==> config.mk <==
export PLATFORM = sky130hd
export DESIGN_NAME = clkdiv_multi
export DESIGN_NICKNAME = d
export VERILOG_FILES = /design/src/rtl/clkdiv_pkg.sv /design/src/rtl/clkdiv_chan.sv /design/src/rtl/clkdiv_multi.sv
export SDC_FILE = /design/constraint.sdc
export NUM_CORES = 1
export LEC_CHECK = 0
export CORE_AREA = 8 8 150 152
export CTS_CLUSTER_DIAMETER = 200
export DETAILED_ROUTE_END_ITERATION = 10
export DIE_AREA = 0 0 158 160
export HOLD_SLACK_MARGIN = 0.05
export PLACE_DENSITY_LB_ADDON = 0.1
export RECOVER_POWER = 50
export SLEW_MARGIN = 15
export SYNTH_ARGS = -nofsm -noshare
export SYNTH_HDL_FRONTEND = slang
export SYNTH_SLANG_ARGS = --single-unit
==> constraint.sdc <==
create_clock -name clk -period 9.2 [get_ports clk]
set_clock_uncertainty 0.2 [all_clocks]
set_input_delay 1.38 -clock clk [delete_from_list [all_inputs] [get_ports clk]]
set_output_delay 1.38 -clock clk [all_outputs]
set_load 0.01 [all_outputs]
==> src/rtl/clkdiv_pkg.sv <==
// rtl/clkdiv_pkg.sv - shared constants, index-width helper and channel config record
package clkdiv_pkg;

  localparam int CNT_W_DEF = 32;
  localparam int NCH_DEF   = 4;
  localparam int DIV_W_DEF = 16;

  // Channel-select width; a single channel still gets a 1-bit select.
  function automatic int ch_w(input int n);
    return (n > 1) ? $clog2(n) : 1;
  endfunction

  typedef struct packed {
    logic                 en;
    logic [DIV_W_DEF-1:0] div;
    logic [DIV_W_DEF-1:0] duty;
  } chan_cfg_t;

endpackage

==> src/rtl/clkdiv_chan.sv <==
// rtl/clkdiv_chan.sv - one programmable divider channel (tick enable + square wave)
//
// Optional build macro: CLKDIV_DUTY_EN (adds cfg_duty; sq_o becomes count < P).
// Ports:
//   clk, rst    clock, asynchronous active-high reset
//   wr_i        config write addressed to this channel
//   cfg_div     divisor D (period D+1 cycles)
//   cfg_en      enable written alongside cfg_div
//   cfg_duty    duty threshold P (CLKDIV_DUTY_EN only)
//   sync_i      restart in phase if enabled
//   tick_o      one-cycle tick, high in the cycle after count==div
//   sq_o        square-wave output
module clkdiv_chan
  import clkdiv_pkg::*;
#(
  parameter int DIV_W = DIV_W_DEF
) (
  input  logic             clk,
  input  logic             rst,
  input  logic             wr_i,
  input  logic [DIV_W-1:0] cfg_div,
  input  logic             cfg_en,
`ifdef CLKDIV_DUTY_EN
  input  logic [DIV_W-1:0] cfg_duty,
`endif
  input  logic             sync_i,
  output logic             tick_o,
  output logic             sq_o
);

  logic             en_q, en_d;
  logic [DIV_W-1:0] div_q, div_d;
  logic [DIV_W-1:0] shdw_q, shdw_d;
  logic             pend_q, pend_d;
  logic [DIV_W-1:0] cnt_q, cnt_d;
  logic             tick_q, tick_d;
  logic             restart;
`ifdef CLKDIV_DUTY_EN
  logic [DIV_W-1:0] duty_q, duty_d;
  logic [DIV_W-1:0] dshdw_q, dshdw_d;
`else
  logic             sq_q, sq_d;
`endif

  always_comb begin
    en_d    = en_q;
    div_d   = div_q;
    shdw_d  = shdw_q;
    pend_d  = pend_q;
    cnt_d   = cnt_q;
    tick_d  = 1'b0;
    restart = 1'b0;
`ifdef CLKDIV_DUTY_EN
    duty_d  = duty_q;
    dshdw_d = dshdw_q;
`else
    sq_d    = sq_q;
`endif

    // Write handling comes first so that a same-cycle sync sees the new config.
    if (wr_i) begin
      if (!en_q) begin
        en_d    = cfg_en;
        div_d   = cfg_div;
        shdw_d  = cfg_div;
        pend_d  = 1'b0;
        cnt_d   = '0;
        restart = 1'b1;
`ifdef CLKDIV_DUTY_EN
        duty_d  = cfg_duty;
        dshdw_d = cfg_duty;
`else
        sq_d    = 1'b0;
`endif
      end else if (cfg_en) begin
        // Running channel: park the new divisor until the period boundary.
        shdw_d  = cfg_div;
        pend_d  = 1'b1;
`ifdef CLKDIV_DUTY_EN
        dshdw_d = cfg_duty;
`endif
      end else begin
        en_d    = 1'b0;
        pend_d  = 1'b0;
        cnt_d   = '0;
        restart = 1'b1;
`ifndef CLKDIV_DUTY_EN
        sq_d    = 1'b0;
`endif
      end
    end

    if (en_q && !restart) begin
      if (cnt_q == div_q) begin
        cnt_d  = '0;
        tick_d = 1'b1;
`ifndef CLKDIV_DUTY_EN
        sq_d   = ~sq_q;
`endif
        if (pend_d) begin
          div_d  = shdw_d;
          pend_d = 1'b0;
`ifdef CLKDIV_DUTY_EN
          duty_d = dshdw_d;
`endif
        end
      end else begin
        cnt_d = cnt_q + DIV_W'(1);
      end
    end

    if (sync_i && en_d) begin
      cnt_d  = '0;
      tick_d = 1'b0;
`ifndef CLKDIV_DUTY_EN
      sq_d   = 1'b0;
`endif
      if (pend_d) begin
        div_d  = shdw_d;
        pend_d = 1'b0;
`ifdef CLKDIV_DUTY_EN
        duty_d = dshdw_d;
`endif
      end
    end
  end

  always_ff @(posedge clk or posedge rst) begin
    if (rst) begin
      en_q    <= 1'b0;
      div_q   <= '0;
      shdw_q  <= '0;
      pend_q  <= 1'b0;
      cnt_q   <= '0;
      tick_q  <= 1'b0;
`ifdef CLKDIV_DUTY_EN
      duty_q  <= '0;
      dshdw_q <= '0;
`else
      sq_q    <= 1'b0;
`endif
    end else begin
      en_q    <= en_d;
      div_q   <= div_d;
      shdw_q  <= shdw_d;
      pend_q  <= pend_d;
      cnt_q   <= cnt_d;
      tick_q  <= tick_d;
`ifdef CLKDIV_DUTY_EN
      duty_q  <= duty_d;
      dshdw_q <= dshdw_d;
`else
      sq_q    <= sq_d;
`endif
    end
  end

  assign tick_o = tick_q;
`ifdef CLKDIV_DUTY_EN
  assign sq_o = en_q && (cnt_q < duty_q);
`else
  assign sq_o = sq_q;
`endif

endmodule

==> src/rtl/clkdiv_multi.sv <==
// rtl/clkdiv_multi.sv - free-running counter plus NCH programmable divider channels
//
// Optional build macro: CLKDIV_DUTY_EN (adds cfg_duty port).
// Ports:
//   clk, rst    clock, asynchronous active-high reset
//   cnt_o       free-running CNT_W-bit counter, wraps to 0
//   cfg_we      one-cycle config write strobe
//   cfg_ch      channel index; out-of-range indices are ignored
//   cfg_div     divisor D, period D+1
//   cfg_en      channel enable
//   cfg_duty    duty threshold (CLKDIV_DUTY_EN only)
//   sync_i      restart all enabled channels in phase
//   tick_o      per-channel one-cycle tick
//   sq_o        per-channel square wave
module clkdiv_multi
  import clkdiv_pkg::*;
#(
  parameter int CNT_W = CNT_W_DEF,
  parameter int NCH   = NCH_DEF,
  parameter int DIV_W = DIV_W_DEF
) (
  input  logic                  clk,
  input  logic                  rst,
  output logic [CNT_W-1:0]      cnt_o,
  input  logic                  cfg_we,
  input  logic [ch_w(NCH)-1:0]  cfg_ch,
  input  logic [DIV_W-1:0]      cfg_div,
  input  logic                  cfg_en,
`ifdef CLKDIV_DUTY_EN
  input  logic [DIV_W-1:0]      cfg_duty,
`endif
  input  logic                  sync_i,
  output logic [NCH-1:0]        tick_o,
  output logic [NCH-1:0]        sq_o
);

  localparam int CH_W = ch_w(NCH);

  logic [CNT_W-1:0] cnt_q, cnt_d;

  always_comb begin
    cnt_d = cnt_q + CNT_W'(1);
  end

  always_ff @(posedge clk or posedge rst) begin
    if (rst) cnt_q <= '0;
    else     cnt_q <= cnt_d;
  end

  assign cnt_o = cnt_q;

  for (genvar i = 0; i < NCH; i++) begin : g_ch
    logic wr_sel;
    // Indices >= NCH match no channel, so such writes fall away here.
    assign wr_sel = cfg_we && (cfg_ch == CH_W'(i));

    clkdiv_chan #(.DIV_W(DIV_W)) u_chan (
      .clk      (clk),
      .rst      (rst),
      .wr_i     (wr_sel),
      .cfg_div  (cfg_div),
      .cfg_en   (cfg_en),
`ifdef CLKDIV_DUTY_EN
      .cfg_duty (cfg_duty),
`endif
      .sync_i   (sync_i),
      .tick_o   (tick_o[i]),
      .sq_o     (sq_o[i])
    );
  end

endmodule

* Word-level counts from Yosys, hierarchy flattened
Cells that the tools add are included.
Storage, ports and cells: flip-flop bits (word level) 240, input bits 23, output and inout bits 40, logic and storage cells 209
Operators by class: add/sub/neg operators 5, equal/unequal tests 11, muxes and demuxes 135, bitwise operators 4, reductions and logical operators 25
Operators by type and width (count):
- two-way mux 16 bit | 61
- two-way mux 1 bit | 74
- adder 16 x 1 -> 16 bit (second input constant) | 4
- equality test 16 bit | 4
- adder 32 x 1 -> 32 bit (second input constant) | 1
- inequality test 4 bit (second input constant) | 4
- logical AND 1 bit | 12
- nonzero test 3 bit | 4
- AND reduction 2 bit | 4
- equality test 2 bit (second input constant) | 2
- zero test 1 bit | 4
- inverter 1 bit | 4
- equality test 2 x 1 -> 1 bit (second input constant) | 1
- zero test 2 bit | 1

* Depth between registers and ports, before layout
depth after elaboration 8, depth in mapped cells 9, gate-level depth less buffers 7

* Cells and area by module
A second synthesis with hierarchy kept.
Unflattened totals: cell total of the unflattened synthesis 1042, area total of the unflattened synthesis 12040.3 um^2
By module, submodules not included:
- clkdiv_chan | times used 4, cells each 228, area each 2625.0 um^2, sequential area each 1301.2 um^2
- clkdiv_multi | times used 1, cells each 130, area each 1540.2 um^2, sequential area each 800.8 um^2

* Worst setup path before layout
No wires, ideal clock.
path type input-to-reg, start in cfg_ch[1], end reg g_ch[0].u_chan.div_q[10], library setup time 0.125 ns, arrival 3.108 ns, data required time 8.875 ns, path slack 5.767 ns, cell stages on the path 7, path buffers 3, cells stage by stage buf_2 -> or3b_1 -> buf_6 -> nor2_2 -> buf_2 -> mux2_2 -> mux2_4
Between the ends: cells in the longest elaborated chain, start to end 8, elaborated cells between the ends (all ways) 17, classes of those cells 12 x mux; 5 x reduce/logical
Ends and longest elaborated chain:
- start, declared | line clkdiv_multi.sv:26 | input logic [ch_w(NCH)-1:0] cfg_ch,
- zero test 2 bit (*) | line clkdiv_multi.sv:55 | assign wr_sel = cfg_we && (cfg_ch == CH_W'(i));
- logical AND 1 bit (*) | line clkdiv_multi.sv:55
- two-way mux 16 bit / two-way mux 1 bit (equally long branches) | line clkdiv_chan.sv:61 | if (wr_i) begin
- two-way mux 16 bit / zero test 1 bit (equally long branches) | line clkdiv_chan.sv:100, clkdiv_chan.sv:93
- two-way mux 16 bit / logical AND 1 bit (equally long branches) | line clkdiv_chan.sv:94, clkdiv_chan.sv:93
- two-way mux 16 bit / two-way mux 1 bit (equally long branches) | line clkdiv_chan.sv:93 | if (en_q && !restart) begin
- two-way mux 16 bit | line clkdiv_chan.sv:118 | if (pend_d) begin
- two-way mux 16 bit (*) | line clkdiv_chan.sv:112 | if (sync_i && en_d) begin
- via g_ch[0].u_chan.div_d[10] | line clkdiv_chan.sv:32 | logic [DIV_W-1:0] div_q, div_d;
- end signal, assigned | line clkdiv_chan.sv:144 | div_q <= div_d;
- end, declared | line clkdiv_chan.sv:32
The timed path passes the listed nets; every way through them passes the cells marked *. A chain may end at the register's enable or synchronous reset.

==> impl_metrics.ini <==
[run_status]
status = complete, but fails checks
violations = capacitance limit, slew limit

[clock_network]
cts_hold_repair.buffers = 0
numCtsBuffers = 26
cts_tree = built
clock_path_buffers = 3
path_clk_slew_ns = 0.06
htreeDepth = 1
ctsRootBufferMaster = clkbuf_16
cts_setup_buffers = 0
cts_sinks = 240
cts_resized = 0
clock_latency_ns = 0.52

[sta]
rsz0062_at_grt = false
hold_violations = 0
tns_ns = 0
relSlewSlack = -1.633
holdWs_ns = 0.2610
min_period_over_period = 0.5377
maxSlewViolCount = 91
max_freq_mhz = 202.2
setup_viol = 0
worstMarginPinSlew_ns = 3.928
fin_ws_ns = 4.253
fin_crit_ns = 4.947

[detailed_routing]
drc = 0
wl_per_cell_um = 18.32
wl_mm = 24.32
firstDrtPassIters = 4
viasPerCell = 5.611
drtAntennaViolNets = 0
drt_iter0_drc = 356
vias = 7451

[pwr]
power_density_nw_per_um2 = 229.5
clkPwrFrac = 0.324
intPower_mw = 2.239
p_leak_nw = 5.681
p_sw_frac = 0.2666
peakVddDrop_mv = 0.1537
p_switching_mw = 0.8138
seq_power_share = 0.467
power_frac_comb = 0.209

[grt]
grt.overflow.total = 0
antenna_found_initial = 0
grt_max_degree = 91
grt_pass1_vias = 7791
grt_first_pass_wirelength_mm = 40.92
grt_use_total = 0.1995

[placed_design]
routabilityCongestion = 0.7587
place_ws_ns = 4.817
hpwl_mm = 16.04
portBuffers = 62
place_area_um2 = 12530

[setup_path]
crit_path_end_kind = async pin
cp-start-kind = input port
required_ns = 9.51
crit_type = in -> async
path_max_fanout = 90
critical_path_arrival_ns = 5.25

[die]
die_w_um = 158
die_y_um = 160
coreArea_um2 = 20040
pin_count = 63
rows = 52
start_util = 0.5890
dieArea_um2 = 25280

[yosys]
ys_ff_latch = 240
synthArstFlopShare = 1.000
synthCells = 996
synth_fp_nets = 1024
synth_flop_cell = dfrtp_1
ys_warn_count = 0
synth-seq-area-share = 0.5089
ys_types = 56
syn_avg_cell_area_um2 = 11.85
synth_edf_count = 0
syn-cell-area_um2 = 11800

[hold_path]
hp-class = reg -> reg

[finish]
utilization = 0.6639
seq_area_um2 = 6006
final_common_cell = dfrtp_1
nFillCells = 1573
mostFrequentLayoutCells = dfrtp_1, mux2_2, xnor2_1
drive_above_1_share = 0.1796
layout.nets = 1072
final_cell_area_um2 = 13300
multi_input_area_um2 = 5449
diodes = 0
synthToLayoutAreaGrowth_pct = 12.72

[run]
cap_violations = 1
## metrics by stage
step | power (mW) | std cells
floorplan | 1.946 | 996
global placement | 2.072 | 1286
detailed placement | 2.096 | 1286
CTS | 3.097 | 1328
global route | 3.218 | 1328
finish | 3.053 | 1328
## cell usage after synthesis (all sizes together) (2+ instances only)
library cell,count,area share
a21oi,10,0.0046
a22o,5,0.0037
a31oi,6,0.0032
a41oi,2,0.0015
and2,5,0.0027
and3,18,0.0095
and3b,2,0.0015
and4,11,0.0082
buf,26,0.018
clkbuf,23,0.0073
dfrtp,240,0.51
ha,5,0.0053
inv,14,0.0045
mux2,160,0.16
mux2i,16,0.014
nand2,61,0.019
nand2b,2,0.0011
nand3,32,0.014
nand3b,2,0.0013
nand4,32,0.017
nor2,89,0.029
nor2b,5,0.0029
nor3,4,0.0017
nor4,6,0.0083
nor4b,2,0.0015
o211ai,6,0.0038
o21a,3,0.0019
o21ai,26,0.011
o31a,16,0.012
o31ai,6,0.0038
o32ai,2,0.0015
or3,2,0.0011
xnor2,109,0.082
xor2,39,0.029
## worst max-delay path, stage by stage
cell and delay, ns:
dlygate4sd3_1 0.54, clkinvlp_2 2.20, buf_4 1.01
## state kept, by name, summed over array words and instances (netlist names)
| name | flops |
|---|---|
| g_ch.u_chan.cnt_q | 64 |
| g_ch.u_chan.div_q | 64 |
| g_ch.u_chan.shdw_q | 64 |
| cnt_o | 32 |
| g_ch.u_chan.en_q | 4 |
| g_ch.u_chan.pend_q | 4 |
| g_ch.u_chan.sq_o | 4 |
| g_ch.u_chan.tick_o | 4 |
## layout make-up
| class | instances | area share |
|---|---|---|
| sequential | 240 | 0.4514 |
| multi-input combinational | 693 | 0.4096 |
| clock buffer | 40 | 0.05746 |
| timing repair buffer | 69 | 0.04947 |
| tap | 270 | 0.02539 |
| inverter | 14 | 0.004044 |
| clock inverter | 2 | 0.002633 |
## final timing paths
| path | from | to | slack (ns) | cells after the start |
|---|---|---|---|---|
| min in group asynchronous | rst | g_ch[2].u_chan.cnt_q[6]$_DFFE_PP0P_ | 2.29 | 2 |
| min | cnt_o[31]$_DFF_PP0_ | cnt_o[31]$_DFF_PP0_ | 0.26 | 1 |
| max in group clk | cfg_en | g_ch[2].u_chan.div_q[6]$_DFF_PP0_ | 5.08 | 6 |
| max reg2reg | g_ch[2].u_chan.cnt_q[4]$_DFFE_PP0P_ | g_ch[2].u_chan.cnt_q[6]$_DFFE_PP0P_ | 5.97 | 8 |
| min reg2reg | cnt_o[31]$_DFF_PP0_ | cnt_o[31]$_DFF_PP0_ | 0.26 | 1 |
| max | rst | g_ch[0].u_chan.cnt_q[1]$_DFFE_PP0P_ | 4.25 | 3 |
## power groups by stage
stage / registers (mW) / clock network [mW] / logic, mW
2_1_floorplan: 1.39 / 0 / 0.558
3_3_place_gp: 1.44 / 0 / 0.633
3_5_place_dp: 1.45 / 0 / 0.651
4_1_cts: 1.43 / 1.01 / 0.654
5_1_grt: 1.45 / 1.06 / 0.707
6_report: 1.43 / 0.989 / 0.638
## cells by family after synthesis
| family | count (synthesis) | synth area share |
|---|---|---|
| xor gates and xnor gates | 148 | 0.1105 |
| buffers and inverters | 63 | 0.02968 |
| DFF | 240 | 0.5089 |
| muxes | 176 | 0.1726 |
| AOI/OAI and AO/OA | 88 | 0.05142 |
| and+or+nand+nor | 276 | 0.1217 |
| adders and majority gates | 5 | 0.005301 |
## routing by layer
| layer | share of wire | vias to the layer above | global-route usage | wire length [um] |
|---|---|---|---|---|
| li1 | - | 3568 | - | - |
| met1 | 0.48 | 3708 | 0.2776 | 11590 |
| met2 | 0.46 | 142 | 0.3203 | 11280 |
| met3 | 0.040 | 33 | 0.03104 | 971 |
| met4 | 0.020 | 0 | 0.05017 | 484 |
| met5 | 0 | - | 0 | 0 |
No activity file was read; power rests on OpenSTA's default activity.
